**config.mk**
```make
export PLATFORM = sky130hd
export DESIGN_NAME = json_array_tx
export DESIGN_NICKNAME = d
export VERILOG_FILES = /design/src/rtl/json_array_tx.sv
export SDC_FILE = /design/constraint.sdc
export NUM_CORES = 1
export LEC_CHECK = 0
export ABC_AREA = 1
export BUFFER_PORTS_ARGS = -buffer_cell sky130_fd_sc_hd__buf_4
export CAP_MARGIN = 20
export CORE_MARGIN = 8
export CORE_UTILIZATION = 65
export DETAILED_ROUTE_END_ITERATION = 10
export PLACE_DENSITY = 0.85
export SLEW_MARGIN = 20
export SYNTH_ARGS = -nofsm -noshare
export SYNTH_HDL_FRONTEND = slang
export SYNTH_SLANG_ARGS = --single-unit
```
**constraint.sdc**
```tcl
create_clock -name clk -period 4.6 [get_ports clk]
set_input_delay 0 -clock clk [delete_from_list [all_inputs] [get_ports clk]]
set_output_delay 0 -clock clk [all_outputs]
set_load 0.02 [all_outputs]
```
**src/rtl/json_array_tx.sv**
```systemverilog
// json_array_tx: streams signed integer elements out as compact JSON array
// text, one ASCII byte per output handshake. Each accepted element is turned
// into BCD by a fixed-length double-dabble pass, then emitted as an optional
// '[' or ',', an optional '-', and its decimal digits. Leading zeros are
// suppressed. A closing ']' with m_last follows the element marked s_last.
//
// Optional feature: define JSON_ARRAY_TX_PRETTY_EN to emit a space after
// every comma through an extra SPACE state.
module json_array_tx #(
  parameter int VALUE_W = 32
) (
  input  logic               clk,
  input  logic               rst_n,
  input  logic               s_valid,
  output logic               s_ready,
  input  logic [VALUE_W-1:0] s_data,
  input  logic               s_last,
  input  logic               s_empty,
  output logic               m_valid,
  input  logic               m_ready,
  output logic [7:0]         m_data,
  output logic               m_last
);

  localparam int CNT_W  = $clog2(VALUE_W + 1);
  localparam int DIGITS = 10;
  localparam int BCD_W  = 4 * DIGITS;

  typedef enum logic [2:0] {
    IDLE,
    CONV,
    OPEN,
    SEP,
`ifdef JSON_ARRAY_TX_PRETTY_EN
    SPACE,
`endif
    SIGN,
    DIGIT,
    CLOSE
  } state_t;

  state_t             state_q, state_d;
  logic               first_q;   // next element opens a new array
  logic               rdy_en_q;  // holds s_ready low until the first edge out of reset
  logic               neg_q;
  logic               last_q;
  logic               empty_q;
  logic [VALUE_W-1:0] bin_q;     // magnitude, shifted out MSB first during CONV
  logic [BCD_W-1:0]   bcd_q;
  logic [CNT_W-1:0]   cnt_q;
  logic [3:0]         dig_q;     // index of the digit currently on m_data

  logic               accept;
  logic               fire;
  logic [VALUE_W-1:0] mag;
  logic [BCD_W-1:0]   bcd_adj;
  logic [3:0]         msd;
  logic [3:0]         digit;
  state_t             value_start;

  assign accept  = s_valid && s_ready;
  assign fire    = m_valid && m_ready;
  assign s_ready = rdy_en_q && (state_q == IDLE);

  // Two's-complement negate; the most-negative value maps onto 2^(VALUE_W-1),
  // which still fits in VALUE_W unsigned bits.
  assign mag = s_data[VALUE_W-1] ? -s_data : s_data;

  // First byte of the value proper, after the '[' / ',' (and space).
  assign value_start = neg_q ? SIGN : DIGIT;

  // Double-dabble correction: add 3 to every BCD digit that is 5 or more.
  always_comb begin
    bcd_adj = bcd_q;
    for (int i = 0; i < DIGITS; i++) begin
      if (bcd_q[4*i +: 4] >= 4'd5) bcd_adj[4*i +: 4] = bcd_q[4*i +: 4] + 4'd3;
    end
  end

  // Most significant non-zero digit (0 when the whole value is zero) and the
  // digit selected by dig_q.
  always_comb begin
    msd   = 4'd0;
    digit = 4'd0;
    for (int i = 0; i < DIGITS; i++) begin
      if (bcd_q[4*i +: 4] != 4'd0) msd = 4'(i);
      if (dig_q == 4'(i)) digit = bcd_q[4*i +: 4];
    end
  end

  // Next-state and output decode; outputs depend only on registered state,
  // so they hold steady while the sink stalls.
  always_comb begin
    // NOTE: every variable gets a default before the case so no path leaves
    // it unassigned, which would otherwise infer a latch.
    state_d = state_q;
    m_valid = 1'b0;
    m_data  = 8'h00;
    m_last  = 1'b0;
    case (state_q)
      IDLE: begin
        if (accept) state_d = (s_empty && s_last) ? OPEN : CONV;
      end
      CONV: begin
        if (cnt_q == CNT_W'(VALUE_W - 1)) state_d = first_q ? OPEN : SEP;
      end
      OPEN: begin
        m_valid = 1'b1;
        m_data  = 8'h5B;
        if (fire) state_d = empty_q ? CLOSE : value_start;
      end
      SEP: begin
        m_valid = 1'b1;
        m_data  = 8'h2C;
`ifdef JSON_ARRAY_TX_PRETTY_EN
        if (fire) state_d = SPACE;
`else
        if (fire) state_d = value_start;
`endif
      end
`ifdef JSON_ARRAY_TX_PRETTY_EN
      SPACE: begin
        m_valid = 1'b1;
        m_data  = 8'h20;
        if (fire) state_d = value_start;
      end
`endif
      SIGN: begin
        m_valid = 1'b1;
        m_data  = 8'h2D;
        if (fire) state_d = DIGIT;
      end
      DIGIT: begin
        m_valid = 1'b1;
        m_data  = {4'h3, digit};
        if (fire && dig_q == 4'd0) state_d = last_q ? CLOSE : IDLE;
      end
      CLOSE: begin
        m_valid = 1'b1;
        m_data  = 8'h5D;
        m_last  = 1'b1;
        if (fire) state_d = IDLE;
      end
      default: state_d = IDLE;
    endcase
  end

  // State register and array-framing flags.
  always_ff @(posedge clk or negedge rst_n) begin
    // NOTE: sequential state uses non-blocking assignments so every register
    // samples the pre-edge values, independent of statement order.
    if (!rst_n) begin
      state_q  <= IDLE;
      first_q  <= 1'b1;
      rdy_en_q <= 1'b0;
    end else begin
      state_q  <= state_d;
      rdy_en_q <= 1'b1;
      if (state_q == DIGIT && state_d == IDLE) first_q <= 1'b0;
      if (state_q == CLOSE && state_d == IDLE) first_q <= 1'b1;
    end
  end

  // Element capture, double-dabble conversion and digit walk.
  always_ff @(posedge clk or negedge rst_n) begin
    if (!rst_n) begin
      neg_q   <= 1'b0;
      last_q  <= 1'b0;
      empty_q <= 1'b0;
      bin_q   <= '0;
      bcd_q   <= '0;
      cnt_q   <= '0;
      dig_q   <= 4'd0;
    end else begin
      if (state_q == IDLE && accept) begin
        neg_q   <= s_data[VALUE_W-1];
        last_q  <= s_last;
        empty_q <= s_empty && s_last;
        bin_q   <= mag;
        bcd_q   <= '0;
        cnt_q   <= '0;
      end else if (state_q == CONV) begin
        bcd_q <= (bcd_adj << 1) | BCD_W'(bin_q[VALUE_W-1]);
        bin_q <= bin_q << 1;
        cnt_q <= cnt_q + CNT_W'(1);
      end
      // Outside DIGIT track the leading digit so DIGIT starts on it;
      // the BCD buffer is already final by the time any output state runs.
      if (state_q != DIGIT) dig_q <= msd;
      else if (fire)        dig_q <= dig_q - 4'd1;
    end
  end

endmodule

```
Word-level counts from Yosys, hierarchy flattened --
Cells that the tools add are included.
Storage, ports and cells: register bits 90, input bits 38, output and inout bits 11, word-level logic and storage cells 131
Operators by class: $add $sub $neg 13, order comparisons 10, eq/ne operators 17, mux-type cells 56, bitwise logic cells 1, reduce and logical (&&, ||, !) cells 24
Operators by type and width (number):
- 4-bit two-way mux | 29
- 32-bit two-way mux | 3
- 40-bit two-way mux | 2
- 4-bit by 3-bit >= comparator with 1-bit output, second input constant | 10
- 40-bit by 1-bit bitwise OR with 40-bit output | 1
- 4-bit by 2-bit adder with 4-bit output, second input constant | 9
- 4-bit nonzero test | 9
- 7-bit one-hot mux with 5 select lines | 1
- 32-bit negation | 1
- 3-bit two-way mux | 9
- 3-bit one-hot mux with 7 select lines | 1
- 4-bit by 3-bit == test with 1-bit output, second input constant | 4
- 6-bit two-way mux | 2
- 3-bit == test, second input constant | 3
- 4-bit by 2-bit == test with 1-bit output, second input constant | 2
- 4-bit == test, second input constant | 2
- 1-bit logical AND | 8
- 1-bit two-way mux | 7
- 6-bit by 1-bit adder with 6-bit output, second input constant | 1
- 3-bit by 2-bit == test with 1-bit output, second input constant | 2
- 6-bit by 5-bit == test with 1-bit output, second input constant | 1
- 3-bit zero test | 2
- 2-bit nonzero test | 3
- 5-bit OR reduction | 1
- other kinds (7) | 8

Longest topological paths before layout --
word-level depth 12, mapped depth 16, depth with buffers taken out 16

Worst setup path after synthesis --
No wires, ideal clock.
path kind register -> output, start point register dig_q[0], end point output port m_data[1], arrival 1.727 ns, required time 4.600 ns, slack 2.873 ns, cell stages (with the launch flop) 17, buffers on the path 0, cell sequence dfrtp_1 inv_1 ha_1 nand2_1 nor2_1 inv_1 o21ai_0 inv_1 nand3_1 nand2_1 nand2_1 nand2_1 nand2_1 nand2_1 nand2_1 nand2_1 nand2_1
Between the ends: longest elaborated chain between the ends 12, elaborated cells on any way between the ends 21, classes of those cells 9 x eq/ne; 11 x mux; 1 x reduce/logical
RTL lines:
- start, declared | RTL line 51 | logic [3:0] dig_q;
- start signal, assigned | RTL line 189 | if (state_q != DIGIT) dig_q <= msd;
- start signal, assigned | RTL line 190 | else if (fire) dig_q <= dig_q - 4'd1;
- 4-bit zero test | RTL line 87 | if (dig_q == 4'(i)) digit = bcd_q[4*i +: 4];
- 4-bit two-way mux (9 in a row) | RTL line 87
- 4-bit two-way mux (*) | RTL line 87
- 7-bit one-hot mux with 5 select lines (*) | RTL line 100 | case (state_q)
- end, declared | RTL line 21 | output logic [7:0] m_data,
Every way passes the cells marked *; elsewhere a longest branch is shown, timed or not.

Final worst setup path --
start point register dig_q[1], end point output port m_data[0]
The elaborated chain is that of the path after synthesis.

==> flow_summary.ini <==
[grt]
grt_pass1_vias = 6211
grt_max_degree = 61
track_usage = 0.265
antenna_found_initial = 0
grt_pass1_wl_um = 28300
grt.overflow.total = 0

[synthesis]
synth-edff-count = 0
synth_warnings = 0
ys_top_cells_by_area = dfrtp_1 36%, nand2_1 11%, inv_1 7.7%, o21ai_0 6.0%, ha_1 5.2%
synth.most_common_cell = nand2_1
synth.avg_cell_area_um2 = 7.19
yosysTopAreaCell = dfrtp_1
synth-seq-area-share = 0.363
synthFlopType = dfrtp_1
syn_inst = 864
syn_area_um2 = 6210
syn_nets = 928
ys_ff_latch = 90
synth.top_cell.area_share = 0.358
synthArstFlopShare = 1.00
yosysUniqueCellTypes = 46
synthTopCellsByCount = 186 x nand2_1, 128 x inv_1, 89 x dfrtp_1, 74 x nor2_1, 74 x o21ai_0

[detailed_routing]
vias = 6206
first_pass_iters = 5
wirelength_um = 16200
drc = 0
wire_per_inst_um = 15.4
drtAntennaViolNets = 0
viasPerCell = 5.87
drt_iter0_markers = 448

[floorplan]
io_pins = 49
core_area_um2 = 9240
die_area_um2 = 12900
fp.dieW_um = 114
num_rows = 35
initial_utilization = 0.672
fp.dieH_um = 114

[clock_tree]
insertion_delay_ps = 370
clk_pin_slew_ps = 90
htreeDepth = 3
cts_resized = 0
tritoncts.num_buffers = 9
clockRootBuffer = clkbuf_8
postCtsSetupBuffers = 0
cts_tree = built
cts_num_sinks = 90
clockBufferDepth = 2

[timing]
fin_tns_setup_ps = 0
drv_slew = 0
tightest_slew_ps = 777
fin_crit_sh = 0.552
slew_headroom = 0.481
rsz0062_at_grt = no
fin_ws_ps = 2060
finalHoldViolations = 0
fmaxAchievable_ghz = 0.394
min_period_ps = 2540
clock_skew_ps = 16.7
setup_viol = 0

[placement]
hpwlAfterDp_um = 11400
dpl_cell_area_um2 = 6640
dpl_worst_slack_ps = 2140
gp_congestion = 0.938
port_buffers = 47

[status]
status = complete, no violations

[setup_path]
cp.required_ps = 4600
r2r_setup_slack_ps = 2110
path_cells = inv_1 > ha_1 > inv_1 > nor3_1 > inv_1 > o21ai_0 > a21oi_1 > nor2_1 > buf_4
startpoint_type = flip-flop
max_stage_delay_ps = 530
endpoint_kind = primary output
cp_slowest_cell = nor3_1
worst_path_most_repeated_cell = inv_1
arrival_ps = 2540
path_max_fanout = 5
crit_type = reg2out

[pwr]
power_mw = 4.03
leakagePower_nw = 3.50
irDropWorstVdd_mv = 0.263
powerDensity_nw_per_um2 = 567

[layout]
fin_area_um2 = 7100
final_nets = 988
num-fill-cells = 673
syn_to_final_growth_pct = 14.2
antenna_cells = 0
drive_above_1_share = 0.109

[run]
drv_cap = 0

[min_path]
holdCritPathClass = in2reg
where the power goes:
group	leakage (nW)	switching, mW	total (mW)	internal, mW
Clock	0.110	0.304	0.614	0.310
Combinational	2.25	1.30	2.02	0.715
Sequential	1.14	0.263	1.40	1.13
Total	3.50	1.87	4.03	2.16
state kept, by name, summed over array words and instances (netlist names):
register / flops
bcd_q: 40
bin_q: 32
cnt_q: 6
dig_q: 4
empty_q: 1
first_q: 1
last_q: 1
neg_q: 1
rdy_en_q: 1
state_q: 3
placed cells by master (no fill, tap or decap), types with 2 or more instances in the layout:
cell and instances:
nand4_1 7, xnor2_1 3, clkbuf_8 9, nand2_2 7, o32ai_1 12, o31ai_1 5
bufinv_16 2, a21oi_1 28, nand3_1 63, conb_1 2, o21bai_1 2, o22ai_1 21
nor2_4 4, a22oi_1 3, xor2_1 27, ha_1 26, dfrtp_1 89, inv_2 10
nor3_1 12, nor4_1 4, nand2_1 186, o211ai_1 11, dlygate4sd3_1 23, nor2_1 74
nand3b_1 2, inv_1 128, buf_4 50, o221ai_1 13, o21ai_0 74, inv_6 2
o21ai_1 4, nor2_2 6, nand3_2 2, o21a_1 2
metrics by stage:
stage	utilization	instances	hold slack, ps
after floorplan	-	864	-296
after global placement	0.719	1019	-53.2
after detailed placement	0.719	1019	-49.0
after CTS	0.768	1058	4.19
after global routing	0.768	1058	11.4
final	0.768	1058	8.56
final timing paths:
path / cells after the start / from / end
worst max-delay path: 9 / dig_q[1] / m_data[0]
worst min-delay path: 3 / s_data[6] / bin_q[6]
worst max register to register: 12 / state_q[0] / first_q
worst min register to register: 2 / first_q / first_q
max in group asynchronous: 3 / rst_n / bcd_q[0]
min in group asynchronous: 2 / rst_n / bcd_q[10]
what timing repair did:
| action | CTS | global route |
|---|---|---|
| setup endpoints to repair | 0 | 0 |
| hold buffers | 23 | 0 |
| hold endpoints to repair | 51 | 0 |
logic make-up (layout without fill, tap and decap cells):
kind of cell / Yosys count / count (layout) / share of synthesized area
adders and majority gates: 26 / 26 / 0.0524
DFF: 90 / 90 / 0.363
and+or+nand+nor: 372 / 372 / 0.263
AOI/OAI and AO/OA: 181 / 181 / 0.177
other: 2 / 2 / 0.00121
xor gates and xnor gates: 30 / 30 / 0.0423
buffers and inverters: 163 / 228 / 0.101
worst max-delay path, delay by kind of cell (launching register included):
family,cells,cell delay (ps)
AOI/OAI and AO/OA,2,270
adders and majority gates,1,250
buffers and inverters,4,580
DFF,1,430
and+or+nand+nor,2,640
routing by layer:
metal	global-route usage	vias up	share of wire
li1	-	2970	-
met1	0.324	2931	0.42
met2	0.445	264	0.49
met3	0.0470	41	0.061
met4	0.122	0	0.026
met5	0	-	0
area by class of cell:
| class | instances | area [um2] | area share |
|---|---|---|---|
| Inverter | 139 | 522 | 0.0735 |
| Sequential cell | 90 | 2250 | 0.318 |
| Multi-Input combinational cell | 611 | 3330 | 0.469 |
| Clock buffer | 9 | 124 | 0.0175 |
| Clock inverter | 7 | 98.8 | 0.0139 |
| Tap cell | 129 | 161 | 0.0227 |
| Timing Repair Buffer | 73 | 606 | 0.0853 |
Note: power is estimated with default switching activity, not from simulation.
